--- config.mk ---
export PLATFORM = sky130hd
export DESIGN_NAME = regfile_write_arbiter
export DESIGN_NICKNAME = d
export VERILOG_FILES = /design/src/rtl/regfile_write_arbiter.sv
export SDC_FILE = /design/constraint.sdc
export NUM_CORES = 1
export LEC_CHECK = 0
export ABC_AREA = 1
export BUFFER_PORTS_ARGS = -buffer_cell sky130_fd_sc_hd__buf_4
export CAP_MARGIN = 5
export CELL_PAD_IN_SITES_DETAIL_PLACEMENT = 1
export CELL_PAD_IN_SITES_GLOBAL_PLACEMENT = 1
export CORE_UTILIZATION = 30
export DETAILED_ROUTE_END_ITERATION = 8
export MAX_ROUTING_LAYER = met4
export PLACE_DENSITY_LB_ADDON = 0.1
export REMOVE_ABC_BUFFERS = 1
export SYNTH_ARGS = -nofsm -noshare
export SYNTH_HDL_FRONTEND = slang
export SYNTH_SLANG_ARGS = --single-unit
--- constraint.sdc ---
create_clock -name clk -period 1.6 [get_ports clk]
set_clock_uncertainty 0.15 [all_clocks]
set_input_delay 0.48 -clock clk [delete_from_list [all_inputs] [get_ports clk]]
set_output_delay 0.48 -clock clk [all_outputs]
set_load 0.05 [all_outputs]
--- src/rtl/regfile_write_arbiter.sv ---
// Round-robin arbiter sharing the register-file write port between ALU and load writeback, with a 16-entry clear sweep.
// Optional grant statistics counters are compiled in when ARB_STATS_EN is defined.
//
// state | meaning
// ARB   | normal round-robin arbitration between req0 and req1
// CLEAR | sweep writing CLEAR_VALUE to R0..R15, one register per cycle
module regfile_write_arbiter #(
    parameter int             W           = 16,
    parameter logic [W-1:0]   CLEAR_VALUE = '0
) (
    input  logic             clk,
    input  logic             reset_asynchronous,
    input  logic             clear_start,
    input  logic             req0_valid,
    input  logic [3:0]       req0_address,
    input  logic [W-1:0]     req0_data,
    output logic             req0_ready,
    input  logic             req1_valid,
    input  logic [3:0]       req1_address,
    input  logic [W-1:0]     req1_data,
    output logic             req1_ready,
    output logic             rf_write_enable,
    output logic [3:0]       rf_write_address,
    output logic [W-1:0]     rf_write_data,
    output logic             rf_write_source,
    output logic             busy
`ifdef ARB_STATS_EN
    ,
    output logic [15:0]      grant_count0,
    output logic [15:0]      grant_count1
`endif
);

    typedef enum logic {ARB, CLEAR} state_t;

    state_t       state, state_next;
    logic         ptr, ptr_next;
    logic [3:0]   cnt, cnt_next;
    logic         we_next;
    logic [3:0]   addr_next;
    logic [W-1:0] data_next;
    logic         src_next;
    logic         busy_next;
    logic         grant_ok;

    assign grant_ok   = (state == ARB) && !clear_start && !reset_asynchronous;
    assign req0_ready = grant_ok && req0_valid && (!req1_valid || !ptr);
    assign req1_ready = grant_ok && req1_valid && (!req0_valid || ptr);

    always_ff @(posedge clk or posedge reset_asynchronous) begin
        if (reset_asynchronous) begin
            state            <= ARB;
            ptr              <= 1'b0;
            cnt              <= 4'd0;
            rf_write_enable  <= 1'b0;
            rf_write_address <= 4'd0;
            rf_write_data    <= '0;
            rf_write_source  <= 1'b0;
            busy             <= 1'b0;
        end else begin
            state            <= state_next;
            ptr              <= ptr_next;
            cnt              <= cnt_next;
            rf_write_enable  <= we_next;
            rf_write_address <= addr_next;
            rf_write_data    <= data_next;
            rf_write_source  <= src_next;
            busy             <= busy_next;
        end
    end

    // The first clear strobe is registered on the clear_start edge so the
    // sweep occupies exactly the 16 cycles that busy is high.
    always_comb begin
        state_next = state;
        ptr_next   = ptr;
        cnt_next   = cnt;
        we_next    = 1'b0;
        addr_next  = rf_write_address;
        data_next  = rf_write_data;
        src_next   = rf_write_source;
        busy_next  = busy;
        case (state)
            ARB: begin
                if (clear_start) begin
                    state_next = CLEAR;
                    cnt_next   = 4'd0;
                    we_next    = 1'b1;
                    addr_next  = 4'd0;
                    data_next  = CLEAR_VALUE;
                    src_next   = 1'b0;
                    busy_next  = 1'b1;
                end else if (req0_ready) begin
                    ptr_next  = 1'b1;
                    we_next   = 1'b1;
                    addr_next = req0_address;
                    data_next = req0_data;
                    src_next  = 1'b0;
                end else if (req1_ready) begin
                    ptr_next  = 1'b0;
                    we_next   = 1'b1;
                    addr_next = req1_address;
                    data_next = req1_data;
                    src_next  = 1'b1;
                end
            end
            CLEAR: begin
                if (cnt == 4'd15) begin
                    state_next = ARB;
                    busy_next  = 1'b0;
                end else begin
                    cnt_next  = cnt + 4'd1;
                    we_next   = 1'b1;
                    addr_next = cnt + 4'd1;
                    data_next = CLEAR_VALUE;
                    src_next  = 1'b0;
                end
            end
            default: begin
                state_next = ARB;
                busy_next  = 1'b0;
            end
        endcase
    end

`ifdef ARB_STATS_EN
    always_ff @(posedge clk or posedge reset_asynchronous) begin
        if (reset_asynchronous) begin
            grant_count0 <= 16'd0;
            grant_count1 <= 16'd0;
        end else begin
            if (req0_ready && grant_count0 != 16'hFFFF) grant_count0 <= grant_count0 + 16'd1;
            if (req1_ready && grant_count1 != 16'hFFFF) grant_count1 <= grant_count1 + 16'd1;
        end
    end
`endif

endmodule

Yosys cells after proc, flatten, opt, wreduce, memory -nomap -nowiden --
Index checks and enable logic that the tools add are counted.
Operators by class: add/sub/neg operators 1, eq/ne operators 5, multiplexer cells 29, bitwise operators 2, reductions and logical operators 18
Operators with widths (count):
- 16-bit 2-to-1 mux | 4
- 16-bit case mux with 2 select lines | 1
- 4-bit 2-to-1 mux | 5
- 4-bit case mux with 2 select lines | 2
- 1-bit 2-to-1 mux | 13
- 1-bit case mux with 2 select lines | 4
- 1-bit logical AND | 6
- 2-bit AND reduction | 3
- 1-bit logical NOT | 5
- 4-bit by 1-bit adder with 4-bit output (second input constant) | 1
- 4-bit == test (second input constant) | 1
- 2-bit inequality test (second input constant) | 2
- 4-bit inequality test (second input constant) | 1
- 3-bit AND reduction | 1
- 1-bit logical OR | 2
- 2-bit by 1-bit inequality test with 1-bit output (second input constant) | 1
- 1-bit inverter | 2
- 2-bit nonzero test | 1
Storage, ports and cells: flip-flop bits (word level) 29, output and inout bits 25

Depth between registers and ports, before layout --
Gate-level depths: netlist of run 1.
depth in word-level cells 9, depth in mapped cells 10

Least setup slack after synthesis of run 1 --
Ideal clock, no wire load.
kind input -> output, from input port clear_start, to output port req0_ready, arrival time 1.321 ns, data required time 0.970 ns, path slack -0.351 ns, stages on the path 6, path through inv_1 nand2_4 nor2_8 nand2_4 clkbuf_1 inv_1
Between the ends: longest elaborated chain between the ends 5
Ends and longest elaborated chain:
- start: declaration | RTL line 13 | input logic clear_start,
- 1-bit logical NOT | RTL line 46 | assign grant_ok = (state == ARB) && !clear_start && !reset_asynchronous;
- 1-bit logical AND (2 in series) | RTL line 46
- 1-bit logical AND (2 in series) | RTL line 47 | assign req0_ready = grant_ok && req0_valid && (!req1_valid || !ptr);
- end: declaration | RTL line 17 | output logic req0_ready,
Every way passes these cells.

Worst setup path in the final report of run 1 --
from register state, to output port req0_ready
Between the ends: longest elaborated chain between the ends 5
Ends and longest elaborated chain:
- start: declaration | RTL line 36 | state_t state, state_next;
- start signal: assignment | RTL line 61 | state <= state_next;
- 1-bit inverter (no source line)
- 1-bit logical AND (2 in series) | RTL line 46
- 1-bit logical AND (2 in series) | RTL line 47
Every way passes these cells.

==> summary.txt, run 1 <==
DRT Pass-1 Iters - 4
Worst hold margin - 312 ps
Routed WL - 5870 microns
Starting DRT DRC Count - 38
Min-delay worst type - in -> reg
Primary FF master, synth - dfrtp_1
Clock root cell - clkbuf_8
First-pass GRT wire length - 8780 microns
Final Util - 57.9%
Worst EP arrival - 1240 ps
Total negative slack - -3600 ps
DIE AREA - 0.00581 sq mm
Clk_lat worst skew - 270 ps
Min cycle time layout - 1870 ps
Violated checks - setup timing
Worst-case clock buffer depth - 2
Vias in the first global route - 1827
Final Hold Vio Count - 0
Post-Synthesis Cells - 199
Yosys top cell area share - 43.9%
Cts-stage hold buffer count - 0
CP Max Fanout - 3
Dpl cells - 353
Final period utilization - 117%
Peak supply drop - 0.815 mV
Die Span X - 76.2 microns
Most frequent cell after synthesis - nand2_1
Achievable Freq - 534 MHz
Post-synth EDFFs - 0
Final routed DRC violation total - 0
Site Rows - 26
WL per Instance - 15.2 microns
Worst path slowest cell - dfrtp_1
RSZ-0062 raised after global routing - yes
Total grt overflow - 0
RePlAce Congestion - 0.710
TritonCTS buffer count - 5
Total GRT Usage - 19.4%
Leakage - 1.70 nW
Crit path max-delay family - flip-flops
Max Cap Viol - 0
Register bit total from synthesis - 29
Layout Nets - 360
Port Buffer Count - 69
Fin. max-slew vios - 0
Status - finished, violations left
Starting Density - 31.8%
Largest cells by area after synthesis - dfrtp_1 44%, nand2_1 13%, nand2_2 7.9%
Biggest area consumer among synthesized cells - dfrtp_1
N_diodes - 0
Synth top cells by count - 59 x nand2_1, 29 x dfrtp_1, 21 x nand2_2
Tot Pwr - 5.14 mW
Synth warn - 0
FFs w/ async S/R, synth - 100%
Critical path class - reg -> out
Die height - 76.2 microns
Pwr/cell area - 1700 mW/mm^2
Initial antenna violation count - 0
Post-Syn Area - 0.00165 sq mm
Routed vias/inst - 4.61
Final setup vio count - 24
Worst setup EP type - output pin
Total number of H-tree levels - 2
FILL cells - 607
Worst Setup Start Kind - flop
Largest net degree at the start of global routing - 34
Total vias in the final route - 1775
CTS tree - built
Final Non-Filler Cells - 385
Buffers & Inverters on Critical Path - 3
Sequential fraction of the synthesis area - 43.9%
CTS Sinks - 29
Syn_area_per_cell - 8.31 sq um
CTS clk-pin slew, worst paths - 70 ps
Measured slew at the worst slew-check pin - 387 ps
Dpl hpwl - 3410 microns
Netlist cell types - 22
Area Overhead vs Synth - 82.4%
Worst slew margin - 74.2%
Core ar. - 0.00520 sq mm
Critical Path RT - 970 ps
CP max stage delay - 420 ps
Top Ports - 70
Final ANT Viol Nets - 0
Layout cells sized above 1 - 60.6%
Final worst slack - -274 ps
CP Cell Sequence - inv_2 -> nand2_4 -> nor2_8 -> nand2_4 -> inv_2 -> buf_8
final timing paths:
| kind | from | endpoint | slack (ps) | cells after the start |
|---|---|---|---|---|
| worst max-delay path | state | req0_ready | -270 | 6 |
| worst min-delay path | req0_data[3] | rf_write_data[3] | 310 | 3 |
| worst max register to register | state | rf_write_data[1] | -240 | 13 |
| worst min register to register | rf_write_address[1] | rf_write_address[1] | 340 | 2 |
| max in group asynchronous | reset_asynchronous | state | 670 | 4 |
| min in group asynchronous | reset_asynchronous | busy | 350 | 4 |
cell type report:
type / instances / area [sq um] / area share, %
multi-input combinational: 146 / 927 / 30.8
tap: 70 / 87.6 / 2.91
clock buffer: 7 / 86.3 / 2.86
inverter: 15 / 61.3 / 2.03
sequential: 29 / 726 / 24.1
timing repair buffer: 117 / 1100 / 36.4
clock inverter: 1 / 30.0 / 0.996
registers in the layout, indices dropped and copies added (netlist names):
name              flops
busy                  1
rf_write_data        16
state                 1
rf_write_address      4
ptr                   1
cnt                   4
rf_write_enable       1
rf_write_source       1
logic make-up after synthesis:
kind of cell,synth area share [%]
buffers and inverters,8.40
DFF,43.9
and+or+nand+nor,29.8
AOI/OAI and AO/OA,17.2
adders and majority gates,0.757
what timing repair did:
item                       in CTS  in global routing
resized for setup              25                 60
pin swaps                       5                 19
gates cloned                    4                  3
setup endpoints to repair      24                 27
buffers inserted               13                 11
per-stage QoR:
stage	instance area [sq um]	setup slack (ps)
final	3010	-274
after floorplan	1570	-1120
after global placement	2380	-200
after detailed placement	2380	-224
after CTS	2780	-281
after global routing	3010	-321
cells in the final DEF (no fill, tap or decap), types with 2 or more instances in the layout:
cell / synthesis / final
nand2_2: 21 / 20
buf_6: 0 / 10
clkbuf_16: 0 / 2
o21ai_0: 20 / 6
buf_12: 2 / 7
o21ai_2: 15 / 21
nor2_4: 1 / 4
nand2_4: 2 / 13
nor2_1: 6 / 4
inv_1: 12 / 9
a21oi_1: 3 / 3
inv_2: 3 / 5
o21ai_1: 0 / 7
dfrtp_1: 29 / 29
buf_4: 1 / 92
clkbuf_8: 0 / 6
buf_8: 1 / 5
o21bai_1: 5 / 5
nand3_1: 10 / 9
nand2_1: 59 / 49
tightest hold or removal path, cell delays in order:
cell and delay (ps):
buf_4 80, o21ai_2 50, o21ai_2 90
where the power goes:
part	switching (mW)	internal (mW)	total [mW]
sequential	0.184	0.982	1.17
combinational	1.79	1.39	3.18
clock	0.283	0.507	0.790
total	2.25	2.88	5.14
layer usage:
metal	vias up	routed length [microns]	part of all wire [%]	global-route usage [%]
li1	867	-	-	-
met1	863	2450	42	22.5
met2	41	3200	54	34.8
met3	4	189	3.2	3.35
met4	0	38	0.65	4.62
met5	-	0	0	-
(Power assumes the default switching activity.)
==> run 2: changes to the inputs <==
- BUFFER_PORTS_ARGS: -buffer_cell sky130_fd_sc_hd__buf_4 -> -buffer_cell sky130_fd_sc_hd__buf_2
==> summary.txt, run 2 (synthesis gave the netlist of run 1 again) <==
Crit path max-delay family - flip-flops
Starting DRT DRC Count - 42
Total grt overflow - 0
Critical Path RT - 970 ps
Starting Density - 31.8%
Vias in the first global route - 1704
Achievable Freq - 537 MHz
Sw Pwr - 2.08 mW
DRT Pass-1 Iters - 3
Pwr/cell area - 1820 mW/mm^2
Total number of H-tree levels - 2
Flop pwr share - 24.4%
Measured slew at the worst slew-check pin - 402 ps
Critical path class - reg -> out
Worst Setup Start Kind - flop
Final ANT Viol Nets - 0
Number of flip-flops in the largest register - 16
WL per Instance - 13.3 microns
Worst slew margin - 73.2%
Total negative slack - -2890 ps
Die Span X - 76.2 microns
Commonest non-fill, non-tap cell in the layout - buf_2
CP Max Fanout - 3
Routed vias/inst - 4.50
Total GRT Usage - 17.9%
Worst setup EP type - output pin
Worst hold margin - 243 ps
Logic pwr share - 58.6%
Status - finished, violations left
Layout Nets - 350
Sw Ratio - 44.5%
CP max stage delay - 410 ps
Final Hold Vio Count - 0
Max Cap Viol - 0
Fin. max-slew vios - 0
Dpl hpwl - 3350 microns
CP Cell Sequence - inv_2 -> nand2_4 -> nor2_8 -> nand2_2 -> inv_2 -> buf_8
Worst EP arrival - 1230 ps
Final worst slack - -262 ps
Layout cells sized above 1 - 54.1%
P_int - 2.60 mW
Site Rows - 26
Crit-path most repeated cell - inv_2
Final period utilization - 116%
CTS clk-pin slew, worst paths - 70 ps
Clk pwr share - 17.0%
Post-place instance area - 0.00219 sq mm
Die height - 76.2 microns
DIE AREA - 0.00581 sq mm
Top Registers - rf_write_data x16, cnt x4, rf_write_address x4
Buffers & Inverters on Critical Path - 3
R2R Setup Slk - -180 ps
Clock root cell - clkbuf_8
First-pass GRT wire length - 8000 microns
Worst setup path startpoint - state
RePlAce Congestion - 0.777
Clk_lat worst skew - 280 ps
Tot Pwr - 4.67 mW
Min cycle time layout - 1860 ps
Largest net degree at the start of global routing - 34
Top Ports - 70
CTS Sinks - 29
Min-delay worst type - in -> async
Final routed DRC violation total - 0
Routed WL - 4980 microns
Most frequent cells in the layout - 66 x buf_2, 59 x nand2_1, 29 x dfrtp_1
Violated checks - setup timing
CTS tree - built
Port Buffer Count - 69
Most flop-heavy register - rf_write_data
Peak supply drop - 0.560 mV
Final setup vio count - 24
Worst-case clock buffer depth - 2
TritonCTS buffer count - 5
Reg-to-Reg Start - state
Dpl cells - 352
Area Overhead vs Synth - 55.5%
Worst path slowest cell - dfrtp_1
RSZ-0062 raised after global routing - yes
Initial antenna violation count - 0
Total vias in the final route - 1687
Final Cell Area - 0.00257 sq mm
N_diodes - 0
Leakage - 1.44 nW
Final Non-Filler Cells - 375
Core ar. - 0.00520 sq mm
## run 2: cell count changes in the layout (fill, tap and decap cells not counted), sizes merged
cell / before / now
buf: 115 / 105
## run 2: repair_timing
| item | 4_1_cts | 5_1_grt |
|---|---|---|
| setup buffers | 5 | 8 |
| gates resized for setup | 11 | 15 |
| hold buffers | 0 | 0 |
| setup endpoints to repair | 26 | 28 |
| hold endpoints to repair | 0 | 0 |
| pin swaps | 1 | 2 |
| cloned | 1 | 1 |
## run 2: layout make-up
class	count	area, sq um
fillers	667	2640
multi-input cells	146	811
repair buffers	107	768
flip-flops and latches	29	726
well taps	70	87.6
clock buffers	7	86.3
inverters	15	61.3
clock inverters	1	30.0
## run 2: path summary, 6_finish.rpt
check                               endpoint  cells after the start
max in group asynchronous  rf_write_data[11]                      3
setup / recovery                  req1_ready                      6
hold / removal                          busy                      3
hold reg to reg             rf_write_data[2]                      2
min in group clk            rf_write_data[2]                      2
setup reg to reg           rf_write_data[12]                     12
## run 2: power groups by stage
stage / sequential (mW) / combinational [mW] / clock (mW)
final: 1.14 / 2.74 / 0.795
after global routing: 1.17 / 2.95 / 0.855
after CTS: 1.13 / 2.40 / 0.810
after detailed placement: 1.15 / 2.16 / 0
after global placement: 1.14 / 2.13 / 0
after floorplan: 1.72 / 0.810 / 0
## run 2: per-layer routing
metal  vias to the layer above  global-route usage [%]  part of all wire, %
li1                        850                       -                    -
met4                         0                    5.00                 0.88
met3                         4                    4.43                  3.8
met1                       792                    21.1                   43
met5                         -                       -                    0
met2                        41                    30.1                   52
## run 2: stage by stage
stage	util, %	worst slack, ps
after floorplan	-	-1120
after global placement	42.0	-253
after detailed placement	42.0	-264
after CTS	46.5	-253
after global routing	49.4	-307
final	49.4	-262
## run 2: worst min-delay path, cell delays in order
cell and delay, ps:
buf_2 140, inv_1 90, buf_4 370
==> run 3: changes to the inputs <==
- ABC_AREA: 1 -> not set
- BUFFER_PORTS_ARGS: -buffer_cell sky130_fd_sc_hd__buf_2 -> not set
- CAP_MARGIN: 5 -> 20
- CORE_UTILIZATION: 30 -> 40
- DONT_BUFFER_PORTS: not set -> 1
==> summary.txt, run 3 <==
Status - finished, violations left
Violated checks - setup timing
Top Metal Used - met4
Site Rows - 22
Post-synth EDFFs - 0
Met3 routed WL - 267 microns
Total GRT Usage - 22.3%
Dpl hpwl - 2640 microns
Final worst slack - -283 ps
Min cycle time layout - 1880 ps
Tot Pwr - 4.82 mW
Yosys top cell area share - 47.0%
Crit path max-delay family - flip-flops
Starting DRT DRC Count - 18
Sequential fraction of the synthesis area - 47.0%
Met2 Routed Length - 2170 microns
Final ANT Viol Nets - 0
Fin. max-slew vios - 0
Measured slew at the worst slew-check pin - 504 ps
WL per Instance - 17.4 microns
M1 WL - 1660 microns
Routed vias/inst - 5.36
Port Buffer Count - 0
Register bit total from synthesis - 29
CP Cell Sequence - nor3_2 -> nand2_1 -> a21oi_2 -> buf_6
Routed WL - 4150 microns
Commonest non-fill, non-tap cell in the layout - dfrtp_1
Total vias in the final route - 1276
Number of flip-flops in the largest register - 16
Critical path class - reg -> out
Area Overhead vs Synth - 38.0%
Worst path slowest cell - dfrtp_1
Top Ports - 70
Final routed DRC violation total - 0
Die Span X - 64.1 microns
Initial antenna violation count - 0
TritonCTS buffer count - 5
Layout Nets - 236
FFs w/ async S/R, synth - 100%
Post-Syn Area - 0.00154 sq mm
Die height - 64.1 microns
Total grt overflow - 0
RSZ-0062 raised after global routing - yes
Largest cells by area after synthesis - dfrtp_1 47%, mux2i_1 14%, and2_1 6.9%
Max Cap Viol - 0
Most frequent cells in the layout - 27 x dfrtp_1, 20 x mux2i_1, 16 x and2_1
Layout cells sized above 1 - 38.4%
DRT Pass-1 Iters - 3
Pwr/cell area - 2260 mW/mm^2
Clk_lat worst skew - 280 ps
Leakage - 1.11 nW
Total number of H-tree levels - 2
Netlist cell types - 29
N_diodes - 0
Most frequent cell after synthesis - dfrtp_1
RePlAce Congestion - 0.808
Core ar. - 0.00369 sq mm
Final setup vio count - 24
Synth warn - 0
CP Max Fanout - 2
CTS Sinks - 29
Primary FF master, synth - dfrtp_1
Clock root cell - clkbuf_8
Post-Synthesis Cells - 161
Syn_area_per_cell - 9.58 sq um
Starting Density - 41.8%
Biggest area consumer among synthesized cells - dfrtp_1
Worst slew margin - 66.4%
Final period utilization - 118%
CP max stage delay - 400 ps
Achievable Freq - 531 MHz
First-pass GRT wire length - 6660 microns
CTS clk-pin slew, worst paths - 60 ps
Total negative slack - -5200 ps
Dpl cells - 215
Synth top cells by count - 29 x dfrtp_1, 22 x nor2_1, 21 x mux2i_1
Critical Path RT - 970 ps
Peak supply drop - 1.03 mV
CTS tree - built
Top Registers - rf_write_data x16, cnt x4, rf_write_address x4
Final Hold Vio Count - 0
Worst setup EP type - output pin
DIE AREA - 0.00411 sq mm
Worst-case clock buffer depth - 2
Min-delay worst type - in -> async
Most flop-heavy register - rf_write_data
Vias in the first global route - 1397
Worst Setup Start Kind - flop
Largest net degree at the start of global routing - 30
Buffers & Inverters on Critical Path - 1
Final Non-Filler Cells - 238
Worst EP arrival - 1250 ps
-- run 3: layer usage --
layer  up-vias  GRT usage, %
li1        599             -
met1       630          24.7
met2        43          37.8
met3         4          7.86
met4         0          6.39
met5         -             -
-- run 3: what timing repair did --
item / in CTS / in global routing
setup buffers: 16 / 1
endpoints found under the setup margin: 19 / 26
hold buffers: 0 / 0
cloned: 3 / 0
pin swaps: 11 / 6
resized for setup: 31 / 29
-- run 3: metrics by stage --
| step | hold WS, ps | setup slack, ps | instance area [sq um] | util (%) |
|---|---|---|---|---|
| 6_report | 13.7 | -283 | 2130 | 57.7 |
| 3_5_place_dp | 328 | -191 | 1700 | 46.1 |
| 3_3_place_gp | 320 | -169 | 1700 | 46.1 |
| 2_1_floorplan | 328 | -761 | 1480 | - |
| 4_1_cts | 24.9 | -287 | 2040 | 55.4 |
| 5_1_grt | 37.7 | -361 | 2130 | 57.7 |
-- run 3: cell type report --
type | count | area (sq um)
clock buffers | 7 | 86.3
fillers | 415 | 1560
inverters | 9 | 33.8
multi-input cells | 112 | 850
flip-flops and latches | 29 | 728
well taps | 48 | 60.1
repair buffers | 33 | 372
-- run 3: kinds of logic after synthesis --
kind of cell,share of synthesized area (%)
AND/OR/NAND/NOR,18.4
flip-flops,47.0
multiplexers,14.4
buffers and inverters,6.33
XOR/XNOR,1.14
adder cells (fa/ha/maj),0.811
AO/OA/AOI/OAI,11.9
-- run 3: where the power goes --
part | internal (mW) | switching (mW) | total (mW)
logic | 1.01 | 0.837 | 1.85
registers | 1.08 | 1.28 | 2.36
clock network | 0.340 | 0.265 | 0.605
total | 2.43 | 2.39 | 4.82
-- run 3: worst paths after layout --
path | start | slack [ps] | cells after the start | endpoint
max | state | -280 | 4 | req1_ready
max in group asynchronous | reset_asynchronous | 980 | 2 | rf_write_data[2]
min reg2reg | ptr | 410 | 1 | ptr
min | reset_asynchronous | 10 | 2 | busy
max reg2reg | state | -250 | 10 | rf_write_address[0]
min in group clk | req0_valid | 220 | 2 | ptr
-- run 3: worst register-to-register path, delay by kind of cell, from the launching register on --
kind	cells	cell delay, ps
compound gates	2	290
buf+inv	6	700
flops	1	400
simple gates	2	210
